==> src/rtl/fetch_pkg.sv <==
// Shared types and helpers for the fetch/align front end.
package fetch_pkg;

    localparam int HW_W   = 16;
    localparam int WORD_W = 32;

    // FS_RESET blocks the first request after reset; FS_WAIT holds a stalled request.
    typedef enum logic [1:0] {
        FS_RESET = 2'd0,
        FS_RUN   = 2'd1,
        FS_WAIT  = 2'd2
    } fetch_state_e;

    function automatic logic is_rvc(input logic [HW_W-1:0] hw);
        return hw[1:0] != 2'b11;
    endfunction

    function automatic logic [WORD_W-1:0] bswap32(input logic [WORD_W-1:0] w);
        return {w[7:0], w[15:8], w[23:16], w[31:24]};
    endfunction

endpackage

==> src/rtl/fetch_align_buffer_hw_queue.sv <==
// Circular halfword FIFO: up to two pushes and two pops per cycle, flush wins.
module hw_queue
    import fetch_pkg::*;
#(
    parameter int DEPTH = 6
) (
    input  logic                       clk_i,
    input  logic                       rst_i,
    input  logic                       flush_i,
    input  logic                       push_lo_i,
    input  logic                       push_hi_i,
    input  logic [WORD_W-1:0]          push_data_i,
    input  logic                       pop1_i,
    input  logic                       pop2_i,
    output logic [HW_W-1:0]            h0_o,
    output logic [HW_W-1:0]            h1_o,
    output logic [$clog2(DEPTH+1)-1:0] count_o
);

    localparam int PTR_W = $clog2(DEPTH);
    localparam int CNT_W = $clog2(DEPTH + 1);

    logic [HW_W-1:0]  mem_q [DEPTH];
    logic [PTR_W-1:0] head_q, head_d;
    logic [PTR_W-1:0] tail_q, tail_d;
    logic [CNT_W-1:0] count_q, count_d;
    logic [1:0]       n_push;
    logic [1:0]       n_pop;
    logic [PTR_W-1:0] tail_p1;
    logic [HW_W-1:0]  wr0_data;

    function automatic logic [PTR_W-1:0] ptr_add(input logic [PTR_W-1:0] p, input logic [1:0] n);
        logic [PTR_W:0] s;
        s = (PTR_W+1)'(p) + (PTR_W+1)'(n);
        if (s >= (PTR_W+1)'(DEPTH)) begin
            s = s - (PTR_W+1)'(DEPTH);
        end
        return s[PTR_W-1:0];
    endfunction

    assign n_push   = {1'b0, push_lo_i} + {1'b0, push_hi_i};
    assign n_pop    = pop2_i ? 2'd2 : {1'b0, pop1_i};
    assign tail_p1  = ptr_add(tail_q, 2'd1);
    // With only the upper half pushed, it lands in the tail slot.
    assign wr0_data = push_lo_i ? push_data_i[15:0] : push_data_i[31:16];

    always_comb begin
        head_d  = head_q;
        tail_d  = tail_q;
        count_d = count_q;
        if (flush_i) begin
            head_d  = '0;
            tail_d  = '0;
            count_d = '0;
        end else begin
            head_d  = ptr_add(head_q, n_pop);
            tail_d  = ptr_add(tail_q, n_push);
            count_d = count_q + CNT_W'(n_push) - CNT_W'(n_pop);
        end
    end

    always_ff @(posedge clk_i) begin
        if (rst_i) begin
            head_q  <= '0;
            tail_q  <= '0;
            count_q <= '0;
        end else begin
            head_q  <= head_d;
            tail_q  <= tail_d;
            count_q <= count_d;
        end
    end

    always_ff @(posedge clk_i) begin
        if (rst_i) begin
            for (int i = 0; i < DEPTH; i++) begin
                mem_q[i] <= '0;
            end
        end else if (!flush_i) begin
            if (push_lo_i || push_hi_i) begin
                mem_q[tail_q] <= wr0_data;
            end
            if (push_lo_i && push_hi_i) begin
                mem_q[tail_p1] <= push_data_i[31:16];
            end
        end
    end

    assign h0_o    = mem_q[head_q];
    assign h1_o    = mem_q[ptr_add(head_q, 2'd1)];
    assign count_o = count_q;

endmodule

==> src/rtl/fetch_align_buffer.sv <==
// Fetch front end: word requests to the I-cache, halfword queue, RV32IC alignment.
// Handshake: an instruction transfers on a cycle where instr_valid && instr_ready.
module fetch_align_buffer
    import fetch_pkg::*;
#(
    parameter logic [31:0] RESET_PC = 32'h0000_0000,
    parameter int          DEPTH_HW = 6
) (
    input  logic        clk,
    input  logic        rst,
    output logic        ICACHE_ren,
    output logic [29:0] ICACHE_addr,
    input  logic        ICACHE_stall,
    input  logic [31:0] ICACHE_rdata,
    input  logic        redirect_valid,
    input  logic [31:0] redirect_pc,
    output logic        instr_valid,
    input  logic        instr_ready,
    output logic [31:0] instr,
    output logic [31:0] instr_pc,
    output logic        instr_compressed
);

    localparam int CNT_W = $clog2(DEPTH_HW + 1);

    fetch_state_e     state_q, state_d;
    logic [29:0]      fetch_addr_q, fetch_addr_d;
    logic             drop_low_q, drop_low_d;
    logic [31:0]      out_pc_q, out_pc_d;

    logic [CNT_W-1:0] q_count;
    logic [HW_W-1:0]  h0, h1;
    logic             need2;
    logic             has_room;
    logic             accept;
    logic             fire;
    logic             unused_pc_bit;

    assign unused_pc_bit = redirect_pc[0];

    assign has_room = q_count <= CNT_W'(DEPTH_HW - 2);

    // Request FSM; a stalled request stays up until the cache answers or fetch restarts.
    always_comb begin
        state_d    = state_q;
        ICACHE_ren = 1'b0;
        case (state_q)
            FS_RESET: begin
                state_d = FS_RUN;
            end
            FS_RUN: begin
                ICACHE_ren = has_room && !redirect_valid;
                if (ICACHE_ren && ICACHE_stall) begin
                    state_d = FS_WAIT;
                end
            end
            FS_WAIT: begin
                ICACHE_ren = !redirect_valid;
                if (redirect_valid || !ICACHE_stall) begin
                    state_d = FS_RUN;
                end
            end
            default: begin
                state_d = FS_RUN;
            end
        endcase
    end

    assign ICACHE_addr = fetch_addr_q;
    assign accept      = ICACHE_ren && !ICACHE_stall;

    assign need2            = !is_rvc(h0);
    assign instr_valid      = (need2 ? (q_count >= CNT_W'(2)) : (q_count != '0)) && !redirect_valid;
    assign instr            = need2 ? {h1, h0} : {16'b0, h0};
    assign instr_pc         = out_pc_q;
    assign instr_compressed = !need2;
    assign fire             = instr_valid && instr_ready;

    always_comb begin
        fetch_addr_d = fetch_addr_q;
        drop_low_d   = drop_low_q;
        out_pc_d     = out_pc_q;
        if (redirect_valid) begin
            fetch_addr_d = redirect_pc[31:2];
            drop_low_d   = redirect_pc[1];
            out_pc_d     = {redirect_pc[31:1], 1'b0};
        end else begin
            if (accept) begin
                fetch_addr_d = fetch_addr_q + 30'd1;
                drop_low_d   = 1'b0;
            end
            if (fire) begin
                out_pc_d = out_pc_q + (need2 ? 32'd4 : 32'd2);
            end
        end
    end

    always_ff @(posedge clk) begin
        if (rst) begin
            state_q      <= FS_RESET;
            fetch_addr_q <= RESET_PC[31:2];
            drop_low_q   <= RESET_PC[1];
            out_pc_q     <= RESET_PC;
        end else begin
            state_q      <= state_d;
            fetch_addr_q <= fetch_addr_d;
            drop_low_q   <= drop_low_d;
            out_pc_q     <= out_pc_d;
        end
    end

    hw_queue #(
        .DEPTH(DEPTH_HW)
    ) u_queue (
        .clk_i       (clk),
        .rst_i       (rst),
        .flush_i     (redirect_valid),
        .push_lo_i   (accept && !drop_low_q),
        .push_hi_i   (accept),
        .push_data_i (bswap32(ICACHE_rdata)),
        .pop1_i      (fire && !need2),
        .pop2_i      (fire && need2),
        .h0_o        (h0),
        .h1_o        (h1),
        .count_o     (q_count)
    );

endmodule

==> config.mk <==
export PLATFORM = sky130hd
export DESIGN_NAME = fetch_align_buffer
export DESIGN_NICKNAME = d
export VERILOG_FILES = /design/src/rtl/fetch_pkg.sv /design/src/rtl/fetch_align_buffer_hw_queue.sv /design/src/rtl/fetch_align_buffer.sv
export SDC_FILE = /design/constraint.sdc
export NUM_CORES = 1
export LEC_CHECK = 0
export BUFFER_PORTS_ARGS = -buffer_cell sky130_fd_sc_hd__buf_2
export CORE_MARGIN = 2
export CORE_UTILIZATION = 38
export CTS_BUF_LIST = sky130_fd_sc_hd__clkbuf_8
export DETAILED_ROUTE_END_ITERATION = 10
export PLACE_DENSITY = 0.62
export SLEW_MARGIN = 25
export SYNTH_ARGS = -nofsm -noshare
export SYNTH_HDL_FRONTEND = slang
export SYNTH_SLANG_ARGS = --single-unit
==> constraint.sdc <==
create_clock -name clk -period 4.23 [get_ports clk]
set_input_delay 0.6345 -clock clk [delete_from_list [all_inputs] [get_ports clk]]
set_output_delay 0.6345 -clock clk [all_outputs]
set_load 0.05 [all_outputs]
Word-level counts from Yosys, hierarchy flattened
Memories as Yosys holds them, arrays and structs flattened. A register that Yosys moved wholly into a read port is not among the register bits.
Index checks and enable logic that the tools add are counted.
Storage, ports and cells
  register bits after elaboration: 74
  output and inout port bits: 97
  memories: 1
  word-level logic and storage cells: 91
  input bits: 69
  RAM bits: 96
Memory list
  u_queue.mem_q: words 6, width 16, read ports 2, clocked after memory_dff 1, wr ports 6, RTL line fetch_align_buffer_hw_queue.sv:23  | logic [HW_W-1:0] mem_q [DEPTH];
Cells by class
  mux-type cells: 36
  equal/unequal tests: 5
  reduce and logical (&&, ||, !) cells: 22
  $lt $le $gt $ge: 6
  add/subtract/negate cells: 13
Operator list (number)
  two-way mux 32 bit: 3
  two-way mux 30 bit: 2
  two-way mux 16 bit: 3
  adder 32 x 3 -> 32 bit: 1
  OR reduction 16 bit: 2
  adder 30 x 1 -> 30 bit (second input constant): 1
  two-way mux 3 bit: 8
  greater-or-equal comparator 4 x 3 -> 1 bit (second input constant): 4
  two-way mux 1 bit: 15
  subtractor 3 bit (second input constant): 4
  logical AND 1 bit: 9
  adder 3 x 1 -> 4 bit (second input constant): 2
  adder 3 x 2 -> 4 bit: 2
  two-way mux 2 bit: 3
  inequality test 2 bit (second input constant): 3
  logical NOT 1 bit: 4
  one-hot mux 2 bit (2 select lines): 1
  nonzero test 2 bit: 2
  adder 3 x 2 -> 3 bit: 1
  greater-or-equal comparator 3 x 2 -> 1 bit (second input constant): 1
  less-or-equal comparator 3 bit (second input constant): 1
  nonzero test 3 bit: 1
  subtractor 3 x 2 -> 3 bit: 1
  adder 1 x 1 -> 2 bit: 1
  other kinds (6): 7

Depth between registers and ports, before layout
  depth after elaboration: 12
  mapped depth: 15

Cells and area by module
A second synthesis with hierarchy kept.
Second synthesis, totals
  cell total of the unflattened synthesis: 1202
  area, all modules: 12721.0 µm²
Modules (own cells, without submodules)
  hw_queue: cells each 721, area an instance 8897.3 µm², instances 1
  fetch_align_buffer: cells each 481, area an instance 3823.7 µm², instances 1

Worst setup path before layout
Ideal clock, no wire load.
  kind: register -> output
  start: register u_queue.head_q[1]
  end: output port instr[17]
  arrival: 3.706 ns
  required time: 3.595 ns
  path slack: -0.110 ns
  cell stages (with the launch flop): 11
  cells stage by stage: dfxtp_1 clkbuf_1 clkbuf_1 buf_1 inv_1 ha_1 or3b_2 a31oi_2 buf_6 mux4_2 a22o_1
Between the ends
  cells in the longest elaborated chain, start to end: 5
  elaborated cells on any way between the ends: 6
  classes of those cells: add/sub (2); order compare (1); mux (2); memory (1)
RTL lines
  start, declared: RTL line fetch_align_buffer_hw_queue.sv:24  | logic [PTR_W-1:0] head_q, head_d;
  start signal, assigned: RTL line fetch_align_buffer_hw_queue.sv:64  | head_q <= '0;
  start signal, assigned: RTL line fetch_align_buffer_hw_queue.sv:68  | head_q <= head_d;
  adder 3 x 1 -> 4 bit (*): RTL line fetch_align_buffer_hw_queue.sv:34  | s = (PTR_W+1)'(p) + (PTR_W+1)'(n);
  greater-or-equal comparator 4 x 3 -> 1 bit / subtractor 3 bit (equally long branches): RTL line fetch_align_buffer_hw_queue.sv:35, fetch_align_buffer_hw_queue.sv:36
  two-way mux 3 bit (*): RTL line fetch_align_buffer_hw_queue.sv:35  | if (s >= (PTR_W+1)'(DEPTH)) begin
  memory read (6 x 16 bit) (*)
  two-way mux 32 bit (*): RTL line fetch_align_buffer.sv:74  | assign instr = need2 ? {h1, h0} : {16'b0, h0};
  end, declared: RTL line fetch_align_buffer.sv:19  | output logic [31:0] instr,
Every way passes the cells marked *; elsewhere a longest branch is shown, timed or not.

Final worst setup path
  start: register u_queue.head_q[1]
  end: output port instr[18]
The elaborated chain is that of the path after synthesis.

==> impl_results.rst <==
.. list-table::
   :header-rows: 1

   * - Metric
     - Value
   * - Total power divided by cell area
     - 323 nW/um2
   * - Beginning of the worst hold path
     - redirect_pc[19]
   * - Internal reg-to-reg setup slack
     - 0.30 ns
   * - Count of pins over their slew limit
     - 0
   * - TritonCTS buffer count
     - 38
   * - DR WL/cell
     - 23.7 um
   * - Hold_ws
     - 0.335 ns
   * - Max_slew headroom
     - 0.282
   * - Area of the core region
     - 32500 um2
   * - Die area
     - 34400 um2
   * - Share of synthesized registers carrying an async set or reset
     - 0
   * - CTS Buffer Depth
     - 3
   * - RSZ-0062 raised after global routing
     - no
   * - Cell area after placement
     - 13900 um2
   * - Upper clock frequency limit
     - 245 MHz
   * - Share of the core filled with cells in the final layout
     - 0.451
   * - Kind of capture point of the worst setup path
     - primary output
   * - Total grt overflow
     - 0
   * - Clock tree from TritonCTS
     - done
   * - Most frequent cell after synthesis
     - sky130_fd_sc_hd__edfxtp_1
   * - Clk root buf
     - sky130_fd_sc_hd__clkbuf_8
   * - Final worst clock skew
     - 0.0227 ns
   * - Fraction of synthesized cell area taken by the top area cell type
     - 0.307
   * - Row Count
     - 66
   * - Leading cell types by count after synthesis
     - sky130_fd_sc_hd__edfxtp_1 (128), sky130_fd_sc_hd__a22o_1 (97), sky130_fd_sc_hd__dfxtp_1 (73)
   * - Final total negative setup slack
     - 0 ns
   * - Vias per std cell
     - 6.24
   * - Minimum period implied by the final worst setup slack
     - 4.08 ns
   * - H-tree level count
     - 2
   * - Clock tree sinks
     - 201
   * - Violation count after the first detailed-route iteration
     - 1059
   * - DRC violation count after routing
     - 0
   * - Launching element type of the critical path
     - flip-flop
   * - Total routing usage reported by global routing
     - 0.235
   * - Filler-free cell count of the finished design
     - 1718
   * - Setup-failing EPs final
     - 0
   * - IO buf count
     - 163
   * - Chip Width
     - 185 um
   * - Distinct cells, synth
     - 85
   * - Height of the die
     - 185 um
   * - Crit Reg-Reg Startpoint
     - u_queue.head_q[0]$_SDFF_PP0_
   * - Number of enable-type register cells in the synthesized netlist
     - 128
   * - Result of the run
     - finished clean
   * - Leakage power
     - 0.00528 uW
   * - Sequential element share of the synthesized area
     - 0.424
   * - First-pass DRT Iterations
     - 5
   * - Mean Syn Cell Area
     - 11.4 um2
   * - Critical path type
     - reg2out
   * - Vias after detailed routing
     - 10700
   * - First-pass GRT wire length
     - 61.5 mm
   * - Number of nets produced by synthesis
     - 1188
   * - Slew at the pin closest to its max-slew limit
     - 1.07 ns
   * - Yosys reg bits
     - 201
   * - Delay of the slowest cell on the worst path
     - 0.52 ns
   * - Yosys warning count
     - 0
   * - Post-synthesis to final-layout area growth
     - 17.0%
   * - Final standard cell area without fillers
     - 14600 um2
   * - Commonest register cell after synthesis
     - sky130_fd_sc_hd__edfxtp_1
   * - Critical path launch point
     - u_queue.head_q[1]$_SDFF_PP0_
   * - Net count of the finished layout
     - 1339
   * - Number of global-route vias before repair
     - 10400
   * - Summed instance area of the synthesized netlist
     - 12500 um2
   * - Cell type with the highest aggregate area in the netlist
     - sky130_fd_sc_hd__edfxtp_1
   * - Clock insertion delay at the later pin of the skew report
     - 0.55 ns
   * - Required time of the critical path
     - 3.60 ns
   * - Signal arrival time at the worst endpoint
     - 3.45 ns
   * - Largest vdd supply drop
     - 0.233 mV
   * - Share of final-layout standard cells stronger than drive strength 1
     - 0.329
   * - Gpl congestion
     - 0.869
   * - Total placed cells including tap cells
     - 1651
   * - Number of standard cells after synthesis
     - 1100
   * - Register clock-pin slew on the reported worst setup and hold paths
     - 0.06 ns
   * - Maximum number of pins on one net before global-route repair
     - 62
   * - Num ports
     - 166
   * - Final wirelength
     - 40.8 mm
   * - Fin crit share
     - 0.965
   * - Count of endpoints failing hold in the final timing report
     - 0
   * - Routed Antenna Nets
     - 0
   * - Initial antenna violation count
     - 6
   * - Ordered cell list for the critical path
     - inv_1, ha_1, or3b_2, a31oi_4, buf_12, buf_16, mux4_2, a22o_1, buf_2
   * - Classification of the worst-slack hold path
     - in2reg
   * - DPL Wire Length
     - 27.2 mm
   * - Biggest area contributors in the synthesized netlist
     - sky130_fd_sc_hd__edfxtp_1 (31%), sky130_fd_sc_hd__dfxtp_1 (12%), sky130_fd_sc_hd__mux4_2 (11%)
   * - Max Cap Violations
     - 0
   * - Cell with the largest stage delay on the worst path
     - sky130_fd_sc_hd__or3b_2
   * - Count of hold-fix buffers inserted at cts
     - 0
   * - Highest fanout seen on the critical path
     - 16
   * - Effective utilization at floorplan
     - 0.386
## stage by stage
stage	total power, uW	setup WS (ns)
after global routing	4890	0.00269
after floorplan	2700	0.00883
after detailed placement	2930	0.218
final	4730	0.147
after CTS	4760	-0.00443
after global placement	2920	0.352
## path summary, 6_finish.rpt
kind / endpoint / cells after the start
worst min-delay path: instr_pc[19]$_SDFFE_PP0P_ / 2
worst max register to register: u_queue.count_o[2]$_SDFF_PP0_ / 12
worst min register to register: state_q[0]$_SDFFE_PP0P_ / 2
worst max-delay path: instr[18] / 9
## cell type report
cell class | count | area (um2)
tap | 442 | 553
sequential | 201 | 5310
clock inverter | 18 | 80.1
multi-input combinational | 772 | 6740
timing repair buffer | 210 | 1210
fill | 3067 | 17800
clock buffer | 46 | 633
inverter | 28 | 105
antenna | 1 | 2.50
## power by group
group | total, uW | leakage [uW] | switching (uW) | internal [uW]
logic | 662 | 0.00306 | 465 | 197
registers | 2230 | 0.00183 | 79.0 | 2160
clock network | 1830 | 0.000394 | 856 | 979
total | 4730 | 0.00528 | 1400 | 3330
## placed cells by master (no fill, tap or decap), types with 6 or more instances in the layout
master                     count
sky130_fd_sc_hd__a31oi_1      15
sky130_fd_sc_hd__nor2_1       39
sky130_fd_sc_hd__a311oi_1      9
sky130_fd_sc_hd__nand3_1      36
sky130_fd_sc_hd__and2_1        9
sky130_fd_sc_hd__a21boi_0      6
sky130_fd_sc_hd__buf_4        44
sky130_fd_sc_hd__and3_1       12
sky130_fd_sc_hd__o311ai_0     10
sky130_fd_sc_hd__a22o_1       97
sky130_fd_sc_hd__mux2_2       65
sky130_fd_sc_hd__o31ai_1      18
sky130_fd_sc_hd__mux4_2       61
sky130_fd_sc_hd__nor3_1       23
sky130_fd_sc_hd__and4_1        6
sky130_fd_sc_hd__dfxtp_1      71
sky130_fd_sc_hd__a21oi_1      27
sky130_fd_sc_hd__o21ai_0      24
sky130_fd_sc_hd__ha_1         16
sky130_fd_sc_hd__or3_1        28
sky130_fd_sc_hd__nand2_1      54
sky130_fd_sc_hd__edfxtp_1    128
sky130_fd_sc_hd__nand4_1      37
sky130_fd_sc_hd__o21a_1       18
sky130_fd_sc_hd__a311o_1       6
sky130_fd_sc_hd__xor2_1        6
sky130_fd_sc_hd__o211ai_1      6
sky130_fd_sc_hd__inv_1        35
sky130_fd_sc_hd__o31a_1       19
sky130_fd_sc_hd__buf_2       163
sky130_fd_sc_hd__nor4_1       21
sky130_fd_sc_hd__clkbuf_8     46
sky130_fd_sc_hd__clkinv_1      8
## critical path: cells and delay by family, from the launching register on
kind	cells	cell delay, ns
simple gates	1	0.52
flops	1	0.44
fa+ha+maj	1	0.34
mux	1	0.51
buf+inv	4	0.60
compound gates	2	0.48
## cell families after synthesis
kind of cell | count (synthesis) | synth area share
mux | 132 | 0.177
compound gates | 302 | 0.192
other cells | 1 | 0.000300
flops | 201 | 0.424
fa+ha+maj | 20 | 0.0216
simple gates | 306 | 0.135
buf+inv | 127 | 0.0424
xor+xnor | 11 | 0.00770
## flip-flops by register name (all words and copies together) (netlist names)
signal and cells:
instr_pc 31, ICACHE_addr 30, u_queue.tail_q 3, u_queue.head_q 3
u_queue.mem_q 128, drop_low_q 1, u_queue.count_o 3, state_q 2
## per-layer routing
layer	vias up	track usage	share of wire	wire, um
li1	4786	-	-	-
met1	5338	0.307	0.41	16800
met2	491	0.386	0.47	19200
met3	90	0.0520	0.085	3450
met4	10	0.0810	0.032	1300
met5	-	0	0.0017	69
## repair_timing
item | in CTS | in global routing
setup buffers | 0 | 1
setup endpoints to repair | 16 | 17
cloned | 1 | 0
resized for setup | 2 | 3
pin swaps | 0 | 1
Note: power is estimated with default switching activity, not from simulation.
